$ cat src/rtl/rhs_spi_master_multi_if.sv
// Bus bundle for rhs_spi_master_multi: command FIFO handshake, SPI pins and parallel receive words.
// frame_cnt exists only when RHS_SPI_FRAME_CNT_EN is defined.
interface rhs_spi_master_multi_if #(
  parameter int WORD_W    = 32,
  parameter int NUM_CHIPS = 4
);
  logic                          cmd_valid;
  logic [WORD_W-1:0]             cmd_data;
  logic                          cmd_ready;
  logic [7:0]                    oversample_offset;
  logic                          SCLK;
  logic                          MOSI;
  logic                          CS;
  logic [NUM_CHIPS-1:0]          MISO;
  logic                          rx_valid;
  logic [NUM_CHIPS*WORD_W-1:0]   rx_data;
  logic                          busy;
`ifdef RHS_SPI_FRAME_CNT_EN
  logic [15:0]                   frame_cnt;

  modport master (
    input  cmd_valid, cmd_data, oversample_offset, MISO,
    output cmd_ready, SCLK, MOSI, CS, rx_valid, rx_data, busy, frame_cnt
  );
  modport slave (
    output cmd_valid, cmd_data, oversample_offset, MISO,
    input  cmd_ready, SCLK, MOSI, CS, rx_valid, rx_data, busy, frame_cnt
  );
`else
  modport master (
    input  cmd_valid, cmd_data, oversample_offset, MISO,
    output cmd_ready, SCLK, MOSI, CS, rx_valid, rx_data, busy
  );
  modport slave (
    output cmd_valid, cmd_data, oversample_offset, MISO,
    input  cmd_ready, SCLK, MOSI, CS, rx_valid, rx_data, busy
  );
`endif
endinterface

$ cat src/rtl/rhs_spi_master_multi.sv
// Multi-chip SPI master for RHS headstages: FIFO-buffered commands, shared SCLK/CS/MOSI, per-chip MISO
// sampled at a programmable delay after each SCLK rise. Optional frame counter: RHS_SPI_FRAME_CNT_EN.
//
// state    | meaning
// IDLE     | waiting for a command; pops FIFO, latches word and clamped sample offset
// CS_SETUP | CS low, MOSI = MSB, SCLK low for HALF_DIV cycles
// SHIFT    | WORD_W SCLK periods, MOSI advances on each SCLK fall
// CS_HOLD  | SCLK low, CS still low until the last delayed MISO sample has landed
// CS_HIGH  | CS high, MOSI low for CS_HIGH_CYC cycles
module rhs_spi_master_multi #(
  parameter int WORD_W      = 32,
  parameter int NUM_CHIPS   = 4,
  parameter int HALF_DIV    = 3,
  parameter int CS_HIGH_CYC = 8,
  parameter int FIFO_DEPTH  = 16,
  parameter int MAX_OFFSET  = 15
) (
  input logic                    clk,
  input logic                    rstn,
  rhs_spi_master_multi_if.master bus
);
  localparam int AW = $clog2(FIFO_DEPTH);
  localparam int OW = $clog2(MAX_OFFSET + 1);
  localparam int BW = $clog2(WORD_W);
  localparam int SW = $clog2(WORD_W + 1);
  localparam int CW = 8;

  typedef enum logic [2:0] {IDLE, CS_SETUP, SHIFT, CS_HOLD, CS_HIGH} state_t;
  state_t state;

  logic [WORD_W-1:0] mem [FIFO_DEPTH];
  logic [AW:0]       wr_ptr, rd_ptr;
  logic              empty, full, push, pop;

  assign empty         = (wr_ptr == rd_ptr);
  assign full          = (wr_ptr[AW] != rd_ptr[AW]) && (wr_ptr[AW-1:0] == rd_ptr[AW-1:0]);
  assign push          = bus.cmd_valid && !full;
  assign pop           = (state == IDLE) && !empty;
  assign bus.cmd_ready = !full;
  assign bus.busy      = (state != IDLE) || !empty;

  always_ff @(posedge clk) begin
    if (push) mem[wr_ptr[AW-1:0]] <= bus.cmd_data;
  end

  always_ff @(posedge clk or negedge rstn) begin
    if (!rstn) begin
      wr_ptr <= '0;
      rd_ptr <= '0;
    end else begin
      if (push) wr_ptr <= wr_ptr + 1'b1;
      if (pop)  rd_ptr <= rd_ptr + 1'b1;
    end
  end

  logic [OW-1:0]     off, off_next;
  logic [CW-1:0]     cnt, hold_len;
  logic              phase_hi;
  logic [BW-1:0]     bit_cnt;
  logic [WORD_W-1:0] sh;
  logic              rise_now;

  assign off_next = (bus.oversample_offset > 8'(MAX_OFFSET)) ? OW'(MAX_OFFSET)
                                                              : bus.oversample_offset[OW-1:0];
  // Hold CS low long enough for the last bit's delayed sample: max(HALF_DIV, off+1)
  assign hold_len = (CW'(off) >= CW'(HALF_DIV)) ? CW'(off) + 1'b1 : CW'(HALF_DIV);
  assign rise_now = (state == SHIFT) && !phase_hi && (cnt == '0);

  always_ff @(posedge clk or negedge rstn) begin
    if (!rstn) begin
      state    <= IDLE;
      cnt      <= '0;
      phase_hi <= 1'b0;
      bit_cnt  <= '0;
      sh       <= '0;
      off      <= '0;
      bus.SCLK <= 1'b0;
      bus.MOSI <= 1'b0;
      bus.CS   <= 1'b1;
    end else begin
      case (state)
        IDLE: if (!empty) begin
          sh       <= mem[rd_ptr[AW-1:0]];
          bus.MOSI <= mem[rd_ptr[AW-1:0]][WORD_W-1];
          off      <= off_next;
          bus.CS   <= 1'b0;
          cnt      <= CW'(HALF_DIV - 1);
          state    <= CS_SETUP;
        end
        CS_SETUP: if (cnt == '0) begin
          cnt      <= CW'(HALF_DIV - 1);
          phase_hi <= 1'b0;
          bit_cnt  <= BW'(WORD_W - 1);
          state    <= SHIFT;
        end else cnt <= cnt - 1'b1;
        SHIFT: if (cnt != '0) cnt <= cnt - 1'b1;
        else if (!phase_hi) begin
          bus.SCLK <= 1'b1;
          phase_hi <= 1'b1;
          cnt      <= CW'(HALF_DIV - 1);
        end else begin
          bus.SCLK <= 1'b0;
          phase_hi <= 1'b0;
          if (bit_cnt == '0) begin
            cnt   <= hold_len - 1'b1;
            state <= CS_HOLD;
          end else begin
            bit_cnt  <= bit_cnt - 1'b1;
            sh       <= {sh[WORD_W-2:0], 1'b0};
            bus.MOSI <= sh[WORD_W-2];
            cnt      <= CW'(HALF_DIV - 1);
          end
        end
        CS_HOLD: if (cnt == '0) begin
          bus.CS   <= 1'b1;
          bus.MOSI <= 1'b0;
          cnt      <= CW'(CS_HIGH_CYC - 1);
          state    <= CS_HIGH;
        end else cnt <= cnt - 1'b1;
        CS_HIGH: if (cnt == '0) state <= IDLE;
        else cnt <= cnt - 1'b1;
        default: state <= IDLE;
      endcase
    end
  end

  // taps[0] is the SCLK-rise edge itself; taps[n] fires n cycles later
  logic [NUM_CHIPS-1:0]              miso_s1, miso_s2;
  logic [MAX_OFFSET-1:0]             dly;
  logic [MAX_OFFSET:0]               taps;
  logic                              samp;
  logic [SW-1:0]                     samp_cnt;
  logic [NUM_CHIPS-1:0][WORD_W-1:0]  rx_sh, rx_next;

  assign taps = {dly, rise_now};
  assign samp = taps[off];

  always_comb begin
    rx_next = rx_sh;
    for (int k = 0; k < NUM_CHIPS; k++) rx_next[k] = {rx_sh[k][WORD_W-2:0], miso_s2[k]};
  end

  always_ff @(posedge clk or negedge rstn) begin
    if (!rstn) begin
      miso_s1      <= '0;
      miso_s2      <= '0;
      dly          <= '0;
      samp_cnt     <= '0;
      rx_sh        <= '0;
      bus.rx_valid <= 1'b0;
      bus.rx_data  <= '0;
    end else begin
      miso_s1      <= bus.MISO;
      miso_s2      <= miso_s1;
      dly          <= taps[MAX_OFFSET-1:0];
      bus.rx_valid <= 1'b0;
      if (pop) samp_cnt <= '0;
      else if (samp) begin
        samp_cnt <= samp_cnt + 1'b1;
        rx_sh    <= rx_next;
        if (samp_cnt == SW'(WORD_W - 1)) begin
          bus.rx_valid <= 1'b1;
          bus.rx_data  <= rx_next;
        end
      end
    end
  end

`ifdef RHS_SPI_FRAME_CNT_EN
  always_ff @(posedge clk or negedge rstn) begin
    if (!rstn) bus.frame_cnt <= '0;
    else if (bus.rx_valid) bus.frame_cnt <= bus.frame_cnt + 1'b1;
  end
`endif
endmodule

$ cat src/flat_wrapper.sv
// flat-port wrapper written by rule: the top's interface ports become plain ports
module rhs_spi_master_multi_flat 
#(
  parameter int WORD_W      = 32,
  parameter int NUM_CHIPS   = 4,
  parameter int HALF_DIV    = 3,
  parameter int CS_HIGH_CYC = 8,
  parameter int FIFO_DEPTH  = 16,
  parameter int MAX_OFFSET  = 15
)
  (clk, rstn, bus_cmd_valid, bus_cmd_data, bus_oversample_offset, bus_MISO, bus_cmd_ready, bus_SCLK, bus_MOSI, bus_CS, bus_rx_valid, bus_rx_data, bus_busy);
  rhs_spi_master_multi_if #(.WORD_W(WORD_W), .NUM_CHIPS(NUM_CHIPS)) bus_i ();
  input logic clk;
  input logic rstn;
  input wire logic [$bits(bus_i.cmd_valid)-1:0] bus_cmd_valid;
  input wire logic [$bits(bus_i.cmd_data)-1:0] bus_cmd_data;
  input wire logic [$bits(bus_i.oversample_offset)-1:0] bus_oversample_offset;
  input wire logic [$bits(bus_i.MISO)-1:0] bus_MISO;
  output wire logic [$bits(bus_i.cmd_ready)-1:0] bus_cmd_ready;
  output wire logic [$bits(bus_i.SCLK)-1:0] bus_SCLK;
  output wire logic [$bits(bus_i.MOSI)-1:0] bus_MOSI;
  output wire logic [$bits(bus_i.CS)-1:0] bus_CS;
  output wire logic [$bits(bus_i.rx_valid)-1:0] bus_rx_valid;
  output wire logic [$bits(bus_i.rx_data)-1:0] bus_rx_data;
  output wire logic [$bits(bus_i.busy)-1:0] bus_busy;
  assign bus_i.cmd_valid = bus_cmd_valid;
  assign bus_i.cmd_data = bus_cmd_data;
  assign bus_i.oversample_offset = bus_oversample_offset;
  assign bus_i.MISO = bus_MISO;
  assign bus_cmd_ready = bus_i.cmd_ready;
  assign bus_SCLK = bus_i.SCLK;
  assign bus_MOSI = bus_i.MOSI;
  assign bus_CS = bus_i.CS;
  assign bus_rx_valid = bus_i.rx_valid;
  assign bus_rx_data = bus_i.rx_data;
  assign bus_busy = bus_i.busy;
  rhs_spi_master_multi #(.WORD_W(WORD_W), .NUM_CHIPS(NUM_CHIPS), .HALF_DIV(HALF_DIV), .CS_HIGH_CYC(CS_HIGH_CYC), .FIFO_DEPTH(FIFO_DEPTH), .MAX_OFFSET(MAX_OFFSET)) u_core (.clk(clk), .rstn(rstn), .bus(bus_i));
endmodule
$ cat config.mk
export PLATFORM = sky130hd
export DESIGN_NAME = rhs_spi_master_multi_flat
export DESIGN_NICKNAME = d
export VERILOG_FILES = /design/src/rtl/rhs_spi_master_multi_if.sv /design/src/rtl/rhs_spi_master_multi.sv /design/src/flat_wrapper.sv
export SDC_FILE = /design/constraint.sdc
export NUM_CORES = 1
export LEC_CHECK = 0
export ABC_AREA = 0
export ABC_CLOCK_PERIOD_IN_PS = 5300
export CAP_MARGIN = 20
export CORE_MARGIN = 8
export CORE_UTILIZATION = 56
export CTS_CLUSTER_SIZE = 16
export DETAILED_ROUTE_END_ITERATION = 7
export PLACE_DENSITY = 0.77
export RECOVER_POWER = 50
export SYNTH_ARGS = -nofsm -noshare
export SYNTH_HDL_FRONTEND = slang
export SYNTH_SLANG_ARGS = --single-unit
$ cat constraint.sdc
create_clock -name clk -period 5.3 [get_ports clk]
set_input_delay 0.53 -clock clk [delete_from_list [all_inputs] [get_ports clk]]
set_output_delay 0.53 -clock clk [all_outputs]
set_load 0.005 [all_outputs]
# Yosys cells after proc, flatten, opt, wreduce, memory -nomap -nowiden
# Memories as Yosys holds them, arrays and structs flattened.
# Cells that the tools add are included.
# word_totals
ff_bits	347
ram_bits	512
inputBits	47
out_inout_bits	134
wordCells	132
memories	1
# op_classes
addsub	7
n_lt_le_gt_ge	3
eq_ne	17
muxes	49
bitwise_logic	3
n_reduce_logical	31
# mem_list
memory	words	word_bits	rd	rd_clocked_by_memory_dff	write_ports	line	rtl
u_core.mem	16	32	1	0	1	rhs_spi_master_multi.sv:31	logic [WORD_W-1:0] mem [FIFO_DEPTH];
# op_table
operator	count
31-bit 2-to-1 mux	4
8-bit 2-to-1 mux	8
31-bit case mux with 2 select lines	1
8-bit case mux with 5 select lines	1
3-bit 2-to-1 mux	7
5-bit 2-to-1 mux	4
8-bit by 1-bit subtractor with 8-bit output, second input constant	2
1-bit 2-to-1 mux	15
3-bit case mux with 5 select lines	1
6-bit 2-to-1 mux	2
3-bit AND reduction	4
5-bit by 1-bit adder with 5-bit output, second input constant	2
2-bit inequality test, second input constant	5
5-bit case mux with 2 select lines	1
5-bit AND reduction	2
8-bit by 4-bit greater-than comparator with 1-bit output, second input constant	1
8-bit zero test	1
2-bit by 1-bit inequality test with 1-bit output, second input constant	4
2-bit nonzero test	4
8-bit nonzero test	1
7-bit AND reduction	1
6-bit by 1-bit adder with 6-bit output, second input constant	1
3-bit by 2-bit equality test with 1-bit output, second input constant	2
6-bit by 5-bit equality test with 1-bit output, second input constant	1
other kinds (23)	35

# Depth between registers and ports, before layout
# depth
word_depth	7
depth_mapped	11
depth_no_buf	11

# Least setup slack after synthesis
# OpenSTA, ideal clock, no wires.
# synth_path
path_kind	flip-flop to flip-flop
start	register u_core.rd_ptr[1]
end	memory u_core.mem[0][0], enable pin
setup_ps	513
arrival_ps	4401
t_required_ps	4787
path_slack_ps	386
stages_incl_launch_ff	7
path_buffers	1
synth_period_minus_slack_ps	4914
path_cell_list	dfrtp_1 -> buf_2 -> xor2_1 -> nor4_2 -> nand2b_1 -> nand2_1 -> nor4b_1
# synth_between
elab_chain_len	6
# synth_lines
item	line	rtl
start, declared	rhs_spi_master_multi.sv:32	logic [AW:0] wr_ptr, rd_ptr;
start signal, assigned	rhs_spi_master_multi.sv:52	if (pop) rd_ptr <= rd_ptr + 1'b1;
4-bit equality test	rhs_spi_master_multi.sv:36	assign full = (wr_ptr[AW] != rd_ptr[AW]) && (wr_ptr[AW-1:0] == rd_ptr[AW-1:0]);
1-bit logical AND	rhs_spi_master_multi.sv:36	
1-bit zero test	-	
named net bus_cmd_ready	flat_wrapper.sv:19	output wire logic [$bits(bus_i.cmd_ready)-1:0] bus_cmd_ready;
1-bit logical AND	rhs_spi_master_multi.sv:37	assign push = bus.cmd_valid && !full;
1-bit 2-to-1 mux	rhs_spi_master_multi.sv:43	if (push) mem[wr_ptr[AW-1:0]] <= bus.cmd_data;
1-bit 2-to-1 mux (implied by the code)	rhs_spi_master_multi.sv:43	
end, declared	rhs_spi_master_multi.sv:31	
# The timed path passes the listed nets, and every way through them passes these cells.

# Worst setup path after layout
# layout_path
start	register u_core.off[0]
end	register u_core.rx_sh (netlist bit u_core.rx_next[127])
# layout_between
elab_chain_len	3
# layout_lines
item	line	rtl
start, declared	rhs_spi_master_multi.sv:56	logic [OW-1:0] off, off_next;
start signal, assigned	rhs_spi_master_multi.sv:85	off <= off_next;
1-bit binary-select mux with 4-bit select	rhs_spi_master_multi.sv:136	assign samp = taps[off];
1-bit 2-to-1 mux (implied by the code)	rhs_spi_master_multi.sv:136	
2-bit AND reduction (no line)	-	
end signal, assigned	rhs_spi_master_multi.sv:160	rx_sh <= rx_next;
end, declared	rhs_spi_master_multi.sv:133	logic [NUM_CHIPS-1:0][WORD_W-1:0] rx_sh, rx_next;
# No other way between the ends. The select of a mux whose other input is x is not followed.
# A chain may end at the register's enable or synchronous reset.

==> results by group <==
Synth
  • Net count after synthesis: between 1500 and 2000
  • Post-synth top flop: edfxtp_1
  • Post-Synth Simple-Gate Area: 2.65%
  • Synthesized instance count: approximately 1800
  • Post-synthesis mux area share: approximately a fifth
  • Top cell type's share of synthesized area: between 40% and 50%
  • Synth Area in Compound Gates: approximately 3.2%
  • Post-synthesis area per instance: ~19 sq um
  • Seq cells post-synth: ~860
  • Adder-cell area share of the yosys netlist: less than 1%
  • Cell area after synthesis: ~34000 sq um
  • Post-synthesis xor/xnor area fraction: 0.470%
  • Yosys top cell by area: edfxtp_1
  • Largest family of logic cells by synthesized area: multiplexers
  • Sequential share of the synthesized area: a little under three quarters
  • FFs w/ async S/R, synth: between 40% and 50%
  • Post-synth EDFFs: ~500
  • Post-synth cell types: 61
  • Ranking of synthesized cells by area: edfxtp_1 (46%), dfrtp_1 (26%), mux4_2 (8.7%), mux2_1 (3.7%), mux2_2 (2.9%)
  • Synthesis Warnings: 0

Clock tree
  • Clock latency on the worst-skew pair: between 0.6 and 0.7 ns
  • TritonCTS clock tree: yes
  • Clock Tree Buf Depth: 3
  • Resized cells post-CTS: 0
  • H-tree lvl count: 3
  • Worst-path clk slew: 0.06 ns
  • Total setup buffers inserted after CTS: 0
  • TritonCTS Sinks: about 860
  • CTS Buf Count: 86
  • Hold_buf cts: 0
  • Clock Tree Root: clkbuf_16

Setup path
  • Worst Path Max Fanout: 32
  • Slowest cell delay on critical path: 0.75 ns
  • Critical path cell sequence: mux4_2 -> nor2_1 -> a311oi_1 -> a31oi_1 -> nand2b_4 -> buf_4 -> mux2_2
  • WP data required: ~5.8 ns
  • CP max-delay cell: a31oi_1
  • Crit path kind: flip-flop to flip-flop
  • Arrival time worst endpoint: around 4.4 ns
  • Worst Setup Start Kind: flip-flop
  • Setup crit end kind: flip-flop

Route
  • DRT Wirelength: slightly below 70000 microns
  • DR vias/cell: approximately 6
  • DRT Pass-1 Iters: 5
  • DRC violations left: 0
  • DR WL/cell: 23.7 microns
  • Drt initial violations: 1477
  • Routed Antenna Nets: 0
  • Vias: approximately 17000

Global route
  • Initial antenna violation count: 10
  • Total congestion overflow: 0
  • First-pass GRT wire length: around 100000 microns
  • Vias in the first global route: around 18000
  • Total track usage: around a fifth
  • Largest net degree at the start of global routing: approximately 130

Run
  • Maxcap violations: 1

Floorplanning
  • Die span in x: roughly 260 microns
  • # IOs: between 150 and 200
  • Die Area: about 68000 sq um
  • Core area: roughly 59000 sq um
  • Row cnt: between 80 and 90
  • Initial Util: between 50% and 60%
  • Die span in y: 261 microns

Timing
  • Worst-Margin Slew: 3.16 ns
  • Worst rel slew slack: -110%
  • Final Critical Period: approximately 3.9 ns
  • Ratio of final minimum period to clock period: between 70% and 80%
  • Final worst setup slack: 1.42 ns
  • Setup-failing EPs final: 0
  • Clock skew: approximately 0.034 ns
  • Final hold viol count: 0
  • Fmax: 257 MHz
  • Setup TNS Final: 0 ns
  • Fin. max-slew vios: approximately 130
  • RSZ-0062 raised after global routing: false

Placed design
  • PortBufs: 180
  • Area after DPL: ~36000 sq um
  • DP Wirelength: roughly 38000 microns
  • Routability cong.: around 0.76
  • Place WS: approximately 1.4 ns

Layout
  • Fraction of layout cells with a size suffix above 1: ~23%
  • Synth-to-Final Area Change: 16.9%
  • Finished Core Util: between 60% and 70%
  • Fillcell total: between 3000 and 4000
  • Net count, final: approximately 2100
  • Final cell area excluding filler cells: ~39000 sq um

Power and ir drop
  • Power Dens Cells: roughly 380 nW/um^2
  • Leak Pwr: approximately 15 nW
  • VDD IR-drop max: around 340 uV

Outcome
  • Failing checks: capacitance limit, slew limit
  • Outcome: finished, violations left

Min path
  • Hold Crit Class: flip-flop to flip-flop
cells by family after synthesis:
kind of cell,count (synthesis)
xor gates and xnor gates,18
DFF,859
AOI/OAI and AO/OA,173
and+or+nand+nor,172
buffers and inverters,113
adders and majority gates,11
muxes,451
worst paths after layout:
path | startpoint | end | cells past startpoint | slack [ns]
max | u_core.off[0] | u_core.rx_next[127] | 7 | 1.42
min | u_core.miso_s1[1] | u_core.miso_s2[1] | 0 | 0.35
max reg2reg | u_core.off[0] | u_core.rx_next[127] | 7 | 1.42
min reg2reg | u_core.miso_s1[1] | u_core.miso_s2[1] | 0 | 0.35
max in group asynchronous | rstn | u_core.rd_ptr[0] | 2 | 1.60
min in group asynchronous | rstn | u_core.bus.rx_data[77] | 1 | 0.91
synthesized netlist by cell type, drive strengths merged (7+ instances only):
cell and count:
nand2 60, edfxtp 512, o22a 28, clkbuf 40, mux2i 68, a21oi 19, o21ai 84, nor2 35
nor3b 8, nand2b 7, inv 15, and3 9, dfrtp 346, mux4 129, ha 11, xnor2 9
buf 58, nand3 11, xor2 9, a31oi 8, mux2 254
per-layer routing:
layer | up-vias | part of all wire [%] | global-route usage, %
li1 | 7398 | - | -
met1 | 8986 | 41 | 27.1
met2 | 620 | 50 | 33.5
met3 | 124 | 6.4 | 3.67
met4 | 2 | 2.0 | 5.79
met5 | - | 0.019 | 0
placed cells by master (no fill, tap or decap), drive strengths merged, types with 4 or more instances in the layout:
master	Yosys	final
edfxtp	512	512
dfrtp	346	346
mux2	254	254
mux4	129	129
clkbuf	40	121
clkdlybuf4s50	0	100
o21ai	84	84
dlygate4sd3	0	79
mux2i	68	68
nand2	60	60
nor2	35	35
buf	58	31
o22a	28	28
clkinv	0	27
a21oi	19	19
inv	15	17
nand3	11	11
ha	11	11
bufinv	0	10
xnor2	9	9
xor2	9	9
and3	9	9
a31oi	8	8
nor3b	8	8
nand2b	7	7
or4	6	6
nor3	5	5
o211ai	5	5
and2	5	5
nor2b	4	4
nor4b	4	4
o31ai	4	4
a211oi	4	4
nand4	4	4
a21o	4	4
clkinvlp	0	4
nor4	4	4
power breakdown:
group | internal, mW | switching, mW
Combinational | 0.361 | 0.572
Clock | 3.75 | 2.51
Sequential | 7.63 | 0.216
Total | 11.7 | 3.30
metrics by stage:
step	cells	hold slack, ns	total power, mW
global route	2848	0.369	15.5
detailed placement	2685	0.340	8.92
global placement	2685	0.333	8.84
finish	2848	0.353	15.0
floorplan	1797	0.234	8.46
CTS	2845	0.0259	15.2
worst max-delay path, delay by kind of cell (launching register included):
family	cells	cell delay, ns
multiplexers	2	0.98
flip-flops	1	0.74
AND/OR/NAND/NOR	2	0.75
AO/OA/AOI/OAI	2	0.80
buffers and inverters	1	0.48
cell type report:
| type | instances | area (sq um) | share of cell area [%] |
|---|---|---|---|
| clock inverters | 43 | 534 | 1.36 |
| clock buffers | 117 | 2450 | 6.25 |
| diodes | 2 | 5.00 | 0.0128 |
| inverters | 15 | 56.3 | 0.144 |
| repair buffers | 214 | 2100 | 5.36 |
| well taps | 773 | 967 | 2.47 |
| multi-input cells | 825 | 9000 | 23.0 |
| flip-flops and latches | 859 | 24100 | 61.4 |
registers in the layout, indices dropped and copies added (netlist names):
signal               count
u_core.bus.rx_valid      1
u_core.bit_cnt           5
u_core.bus.CS            1
u_core.cnt               8
u_core.off               4
u_core.bus.MOSI          1
u_core.phase_hi          1
u_core.rx_next         124
u_core.miso_s2           4
u_core.bus.SCLK          1
u_core.state             3
u_core.miso_s1           4
u_core.sh               31
u_core.rd_ptr            5
u_core.wr_ptr            5
u_core.mem             512
u_core.bus.rx_data     128
u_core.samp_cnt          6
u_core.dly              15
No activity file was read; power rests on OpenSTA's default activity.
